File: src/rtl/cpu_pkg.sv
// Shared definitions for the 8-bit core control unit: opcodes, FSM state
// encodings, instruction field positions and small decode helpers.
package cpu_pkg;

  // Opcodes, ir[15:13]; doubles as the ALU function code.
  localparam logic [2:0] OP_ADD  = 3'b000;
  localparam logic [2:0] OP_SUB  = 3'b001;
  localparam logic [2:0] OP_AND  = 3'b010;
  localparam logic [2:0] OP_OR   = 3'b011;
  localparam logic [2:0] OP_ADDI = 3'b100;
  localparam logic [2:0] OP_LW   = 3'b101;
  localparam logic [2:0] OP_SW   = 3'b110;
  localparam logic [2:0] OP_BEQ  = 3'b111;

  // Control FSM states.
  localparam logic [2:0] S_FETCH  = 3'd0;
  localparam logic [2:0] S_DECODE = 3'd1;
  localparam logic [2:0] S_EXEC   = 3'd2;
  localparam logic [2:0] S_MEM    = 3'd3;
  localparam logic [2:0] S_WB     = 3'd4;

  // Instruction field bit positions.
  localparam int OP_HI  = 15;
  localparam int OP_LO  = 13;
  localparam int RA_HI  = 12;
  localparam int RA_LO  = 10;
  localparam int RB_HI  = 9;
  localparam int RB_LO  = 7;
  localparam int RD_HI  = 6;
  localparam int RD_LO  = 4;
  localparam int IMM_HI = 6;

  // Opcodes with the MSB set use the immediate format.
  function automatic logic is_itype(input logic [2:0] op);
    return op[2];
  endfunction

  // addi, lw and sw feed the immediate into ALU operand B.
  function automatic logic uses_imm(input logic [2:0] op);
    return (op == OP_ADDI) || (op == OP_LW) || (op == OP_SW);
  endfunction

endpackage

File: src/rtl/cpu_ctrl_fsm.sv
// Multi-cycle control unit: fetches over the imem handshake, decodes the
// instruction register, sequences dmem accesses and owns the PC.
module cpu_ctrl_fsm
  import cpu_pkg::*;
#(
  parameter logic [7:0] RESET_PC = 8'h00
) (
  input  logic        clk,
  input  logic        rst,
  input  logic        run,
  output logic        imem_req,
  output logic [7:0]  imem_addr,
  input  logic        imem_ack,
  input  logic [15:0] imem_data,
  output logic [2:0]  rf_ra_addr,
  output logic [2:0]  rf_rb_addr,
  output logic [2:0]  rf_wr_addr,
  output logic        rf_we,
  output logic        wb_sel,
  output logic [2:0]  alufn,
  output logic        alu_b_sel,
  output logic [7:0]  imm_out,
  input  logic        alubeq,
  output logic        dmem_req,
  output logic        dmem_we,
  input  logic        dmem_ack,
  output logic        mdr_load,
  output logic        instr_done,
  output logic [7:0]  pc
);

  logic [2:0]  state_q, state_d;
  logic [7:0]  pc_q, pc_d;
  logic [15:0] ir_q, ir_d;
  logic        pend_q, pend_d;   // fetch request issued and not yet acked
  logic [2:0]  op_s;
  logic [7:0]  imm_s;
  logic        fetch_req_s;

  assign op_s  = ir_q[OP_HI:OP_LO];
  assign imm_s = {ir_q[IMM_HI], ir_q[IMM_HI:0]};

  // A pending fetch stays requested even if run drops before the ack.
  assign fetch_req_s = (state_q == S_FETCH) && (run || pend_q);

  assign imem_addr  = pc_q;
  assign pc         = pc_q;
  assign imm_out    = imm_s;
  assign rf_ra_addr = ir_q[RA_HI:RA_LO];
  assign rf_rb_addr = ir_q[RB_HI:RB_LO];
  assign rf_wr_addr = is_itype(op_s) ? ir_q[RB_HI:RB_LO] : ir_q[RD_HI:RD_LO];

  // State, PC, IR and fetch-pending registers; reset drops everything at once.
  always_ff @(posedge clk or posedge rst) begin
    if (rst) begin
      state_q <= S_FETCH;
      pc_q    <= RESET_PC;
      ir_q    <= 16'h0000;
      pend_q  <= 1'b0;
    end else begin
      state_q <= state_d;
      pc_q    <= pc_d;
      ir_q    <= ir_d;
      pend_q  <= pend_d;
    end
  end

  // Next-state, IR capture and PC update.
  always_comb begin
    state_d = state_q;
    pc_d    = pc_q;
    ir_d    = ir_q;
    pend_d  = 1'b0;
    case (state_q)
      S_FETCH: begin
        if (fetch_req_s && imem_ack) begin
          ir_d    = imem_data;
          state_d = S_DECODE;
        end else begin
          pend_d = fetch_req_s;
        end
      end
      S_DECODE: begin
        state_d = S_EXEC;
      end
      S_EXEC: begin
        if (op_s == OP_BEQ) begin
          pc_d    = pc_q + 8'd1 + (alubeq ? imm_s : 8'd0);
          state_d = S_FETCH;
        end else if ((op_s == OP_LW) || (op_s == OP_SW)) begin
          state_d = S_MEM;
        end else begin
          state_d = S_WB;
        end
      end
      S_MEM: begin
        if (dmem_ack) begin
          if (op_s == OP_SW) begin
            pc_d    = pc_q + 8'd1;
            state_d = S_FETCH;
          end else begin
            state_d = S_WB;
          end
        end else begin
          state_d = S_MEM;
        end
      end
      S_WB: begin
        pc_d    = pc_q + 8'd1;
        state_d = S_FETCH;
      end
      default: begin
        state_d = S_FETCH;
      end
    endcase
  end

  // Control outputs decoded from the current state; ALU controls are held
  // from EXEC through MEM/WB so the address and result stay stable.
  always_comb begin
    imem_req   = 1'b0;
    dmem_req   = 1'b0;
    dmem_we    = 1'b0;
    rf_we      = 1'b0;
    wb_sel     = 1'b0;
    mdr_load   = 1'b0;
    instr_done = 1'b0;
    alufn      = 3'b000;
    alu_b_sel  = 1'b0;
    case (state_q)
      S_FETCH: begin
        imem_req = fetch_req_s;
      end
      S_EXEC: begin
        alufn      = op_s;
        alu_b_sel  = uses_imm(op_s);
        instr_done = (op_s == OP_BEQ);
      end
      S_MEM: begin
        alufn      = op_s;
        alu_b_sel  = uses_imm(op_s);
        dmem_req   = 1'b1;
        dmem_we    = (op_s == OP_SW);
        mdr_load   = dmem_ack && (op_s == OP_LW);
        instr_done = dmem_ack && (op_s == OP_SW);
      end
      S_WB: begin
        alufn      = op_s;
        alu_b_sel  = uses_imm(op_s);
        rf_we      = 1'b1;
        wb_sel     = (op_s == OP_LW);
        instr_done = 1'b1;
      end
      default: begin
        imem_req = 1'b0;
      end
    endcase
  end

endmodule

File: config.mk
export PLATFORM = sky130hd
export DESIGN_NAME = cpu_ctrl_fsm
export DESIGN_NICKNAME = d
export VERILOG_FILES = /design/src/rtl/cpu_pkg.sv /design/src/rtl/cpu_ctrl_fsm.sv
export SDC_FILE = /design/constraint.sdc
export NUM_CORES = 1
export LEC_CHECK = 0
export BUFFER_PORTS_ARGS = -buffer_cell sky130_fd_sc_hd__buf_2
export CORE_UTILIZATION = 40
export DETAILED_ROUTE_END_ITERATION = 16
export MAX_ROUTING_LAYER = met4
export PLACE_DENSITY_LB_ADDON = 0.08
export SLEW_MARGIN = 20
export SYNTH_ARGS = -nofsm -noshare
export SYNTH_HDL_FRONTEND = slang
export SYNTH_SLANG_ARGS = --single-unit
File: constraint.sdc
create_clock -name clk -period 4.4 [get_ports clk]
set_input_delay 0 -clock clk [delete_from_list [all_inputs] [get_ports clk]]
set_output_delay 0 -clock clk [all_outputs]
set_load 0.01 [all_outputs]
# --- Word level (Yosys, flattened, before mapping) ---
# Cells that the tools add are included.
word_totals:
  in_bits: 22
  latch_bits: 0
  regBits: 28
  mem_count: 0
  wordCells: 54
  ramBits: 0
  romBits: 0
  out_inout_bits: 44
classes:
  n_mul: 0
  n_bitwise: 0
  order_cmp: 0
  reduce_logical: 13
  div: 0
  eq_ne: 12
  n_mux: 23
  addsub: 2
  shift: 0
ops:
  columns: ["operator", "count"]
  rows:
  - ["2-to-1 mux 8 bit", 4]
  - ["one-hot mux 8 bit (3 select lines)", 1]
  - ["2-to-1 mux 3 bit", 7]
  - ["== test 3 bit, second input constant", 5]
  - ["one-hot mux 3 bit (4 select lines)", 1]
  - ["2-to-1 mux 1 bit", 9]
  - ["adder 8 x 1 -> 8 bit, second input constant", 1]
  - ["adder 8 bit", 1]
  - ["== test 3 x 2 -> 1 bit, second input constant", 2]
  - ["inequality test 2 bit, second input constant", 3]
  - ["logical AND 1 bit", 4]
  - ["logical OR 1 bit", 4]
  - ["AND reduction 4 bit", 1]
  - ["== test 3 x 1 -> 1 bit, second input constant", 1]
  - ["zero test 3 bit", 1]
  - ["one-hot mux 1 bit (3 select lines)", 1]
  - ["nonzero test 3 bit", 1]
  - ["OR reduction 3 bit", 1]
  - ["inequality test 2 x 1 -> 1 bit, second input constant", 1]
  - ["AND reduction 2 bit", 1]

# --- Depth between registers and ports, before layout ---
depth:
  depth_word: 5
  depth_mapped: 11
  depth_no_buf: 11

# --- Worst setup path after synthesis ---
# No wires, ideal clock.
synth_path:
  path_type: "register to register"
  startpoint: "reg pc_q[0], in the netlist imem_addr[0]"
  endpoint: "reg pc_q[6], in the netlist imem_addr[6]"
  arrival_ns: 2.237
  path_buffers: 0
  setup_ns: 0.123
  required_ns: 4.277
  stages_incl_launch_ff: 10
  synth_period_minus_slack_ns: 2.360
  path_slack_ns: 2.040
  path_cell_list: "dfrtp_1 > ha_1 > xor2_1 > ha_1 > nor2b_4 > o31a_1 > o21a_1 > or3_1 > a31oi_1 > a21oi_1"
synth_via:
  elab_chain_len: 4
  elab_cells_between_ends: 6
  classes_between: "add/sub: 2; mux: 4"
synth_rtl:
  columns: ["element", "line", "rtl"]
  rows:
  - ["from (decl)", "cpu_ctrl_fsm.sv:33", "logic [7:0] pc_q, pc_d;"]
  - ["from (signal assigned)", "cpu_ctrl_fsm.sv:62", "pc_q <= pc_d;"]
  - ["adder 8 x 1 -> 8 bit *", "cpu_ctrl_fsm.sv:88, cpu_ctrl_fsm.sv:99, cpu_ctrl_fsm.sv:109", null]
  - ["adder 8 bit / 2-to-1 mux 8 bit (equally long branches)", "cpu_ctrl_fsm.sv:88, cpu_ctrl_fsm.sv:98", null]
  - ["2-to-1 mux 8 bit (on tied branches)", "cpu_ctrl_fsm.sv:87, cpu_ctrl_fsm.sv:97", null]
  - ["one-hot mux 8 bit (3 select lines) *", "cpu_ctrl_fsm.sv:74", "case (state_q)"]
# Every way passes the cells marked *; elsewhere a longest branch is shown, timed or not. The select of a mux whose other input is x is not followed.
# A chain may end at the register's enable or synchronous reset.

# --- Final worst setup path ---
layout_path:
  startpoint: "reg pc_q[0], in the netlist imem_addr[0]"
  endpoint: "reg pc_q[7], in the netlist imem_addr[7]"
# Same word-level chain as after synthesis.

==> flow_metrics.env <==
export IMPL_layout_min_cycle_time_ns=2.59
export IMPL_grt_pass1_vias=1473
export IMPL_setup_slack_ns=1.81
export IMPL_die_h_um=72.0
export IMPL_drtPass1Iterations=4
export IMPL_cts_buffer_depth=2
export IMPL_std_cell_rows=25
export IMPL_io_pins=66
export IMPL_power_density_nw_per_um2=782
export IMPL_n_antenna_cell=0
export IMPL_antenna_left=0
export IMPL_cts_tree="yes"
export IMPL_worst_slew_pin_slew_ns=0.433
export IMPL_post_cts_buffers=0
export IMPL_gp_congestion=0.823
export IMPL_slew_viol_final=0
export IMPL_fmax_ghz=0.386
export IMPL_place_inst=309
export IMPL_fin_cells=331
export IMPL_start_util_pct=41.5
export IMPL_cp_data_required_time_ns=4.58
export IMPL_r2r_end="imem_addr[7]"
export IMPL_syn_area_per_cell_um2=9.66
export IMPL_syn_inst=203
export IMPL_layout_common_cells="65 x buf_2, 28 x dfrtp_1, 19 x mux2_2"
export IMPL_p_total_mw=1.90
export IMPL_synth_top_area_share_pct=35.7
export IMPL_fin_setup_tns_ns=0
export IMPL_drcViolationCount=0
export IMPL_nNetsFinal=296
export IMPL_crit_path_start_kind="flop"
export IMPL_coreArea_um2=4720
export IMPL_routed_via_density=4.77
export IMPL_first_iter_violations=51
export IMPL_wirelength_um=4170
export IMPL_htree_num_levels=1
export IMPL_drive_above_1_share_pct=37.5
export IMPL_hold_viol=0
export IMPL_crit_arrival_ns=2.78
export IMPL_hpwl_um=2990
export IMPL_numPortBuffers=65
export IMPL_rsz0062_at_grt="false"
export IMPL_final_setup_skew_ns=0.00443
export IMPL_crit_path_end_kind="flop"
export IMPL_syn_nets=234
export IMPL_grt_usage_pct=17.2
export IMPL_detail_route_wl_per_cell_um=12.6
export IMPL_clk_latency_ns=0.28
export IMPL_fin_area_um2=2430
export IMPL_drv_cap=0
export IMPL_num_vias=1579
export IMPL_grt_max_degree=29
export IMPL_worstSetupPathType="reg -> reg"
export IMPL_outcome="finished clean"
export IMPL_ctsHoldBuffers=18
export IMPL_die_area_um2=5190
export IMPL_grt_pass1_wl_um=6740
export IMPL_numCtsBuffers=3
export IMPL_fillers=464
export IMPL_regToRegSetupSlack_ns=1.81
export IMPL_holdPathEnd="state_q[2]"
export IMPL_holdCritStartpoint="dmem_ack"
export IMPL_whs_path_depth=3
export IMPL_fin_crit_sh_pct=58.9
export IMPL_slew_headroom_pct=70.9
export IMPL_place_area_um2=2180
export IMPL_r2r_start="imem_addr[0]"
export IMPL_grt_ovfl_total=0
export IMPL_synth_top_cell_by_area="dfrtp_1"
export IMPL_synth_warnings=0
export IMPL_clockRootBuffer="clkbuf_8"
export IMPL_hp_class="in -> reg"
export IMPL_yosys_top_cells_area="dfrtp_1 36%, mux2_2 11%, buf_4 8.4%"
export IMPL_rr_worst_depth=11
export IMPL_place_ws_ns=1.84
export IMPL_crit_fanout=5
export IMPL_ys_seq_area_share_pct=35.7
export IMPL_area_delta_synth_final_pct=23.9
export IMPL_setup_violations=0
export IMPL_final_common_cell="buf_2"
export IMPL_cts_resized=0
export IMPL_cts_sinks=28
export IMPL_clk_pin_slew_ns=0.11
export IMPL_die_w_um=72.0
export IMPL_synth_area_um2=1960
export IMPL_p_leak_nw=1.16
export IMPL_antenna_found_initial=0
export IMPL_synth_seq_cells=28
export IMPL_irDropWorstVdd_uv=310
export IMPL_post_synth_num_cell_types=44
cells by family after synthesis:
kind of cell	after synthesis	synth area share, %
AND/OR/NAND/NOR	57	16.6
AO/OA/AOI/OAI	45	14.4
buffers and inverters	35	11.7
XOR/XNOR	10	4.46
multiplexers	19	10.9
flip-flops	28	35.7
adder cells (fa/ha/maj)	9	6.12
sequential cells by signal, indices dropped and copies added (netlist names):
signal,cells
pend_q,1
ir_q,16
state_q,3
imem_addr,8
worst max-delay path by stage:
stage	startpoint	depth (start not counted)	to	slack, ns
floorplan	imem_addr[0]	9	imem_addr[6]	2.04
CTS	imem_addr[0]	11	imem_addr[7]	1.83
finish	imem_addr[0]	11	imem_addr[7]	1.81
global placement	imem_addr[1]	11	imem_addr[7]	1.85
global route	imem_addr[0]	11	imem_addr[7]	1.63
detailed placement	imem_addr[0]	11	imem_addr[7]	1.84
synthesized netlist by cell type (all sizes together):
master	n
and2	7
mux2	19
nand4	1
o22ai	1
a21boi	1
a31oi	2
inv	8
xnor2	7
fa	1
nand2b	2
dfrtp	28
and3	6
xor2	3
a21o	1
a22o	1
a2bb2oi	1
o21ai	13
or2	1
or3	1
clkbuf	2
nor2	7
ha	8
nor3b	1
o31a	1
nand2	11
buf	25
and3b	1
a21oi	15
o211ai	5
a211oi	1
o21a	3
nor2b	9
nor3	2
nand3	8
per-layer routing:
layer  GRT usage (%)  wire (µm)
met1            22.0       1990
met2            28.5       1980
met3            3.47        178
met4            3.70         22
met5               -          0
worst max-delay path: stages, from the launching register on:
cell	delay, ns
dfrtp_1	0.42
ha_1	0.26
and3_1	0.21
nand3_1	0.10
xnor2_1	0.25
ha_1	0.31
a21oi_1	0.23
o211ai_1	0.13
a2bb2oi_1	0.19
and3_1	0.20
o21ai_2	0.06
xnor2_1	0.13
final cells by class:
class                   instances  area [µm²]  area share [%]
multi-input cells             140        1030            42.4
flip-flops and latches         28         701            28.8
repair buffers                 84         513            21.1
well taps                      67        83.8            3.45
clock buffers                   3        41.3            1.70
clock inverters                 1        30.0            1.24
inverters                       8        30.0            1.24
report_power, final:
group          total [mW]  internal, mW  leakage [nW]  switching (mW)
sequential          0.533         0.384         0.333           0.149
clock               0.214         0.122        0.0357          0.0916
combinational        1.15         0.565         0.795           0.589
total                1.90          1.07          1.16           0.829
metrics by stage:
| stage | util, % | hold slack, ns |
|---|---|---|
| floorplan | - | 0.0654 |
| global route | 51.4 | 0.118 |
| CTS | 51.4 | 0.105 |
| detailed placement | 46.1 | 0.0900 |
| finish | 51.4 | 0.104 |
| global placement | 46.1 | 0.0926 |
Note: power is estimated with default switching activity, not from simulation.
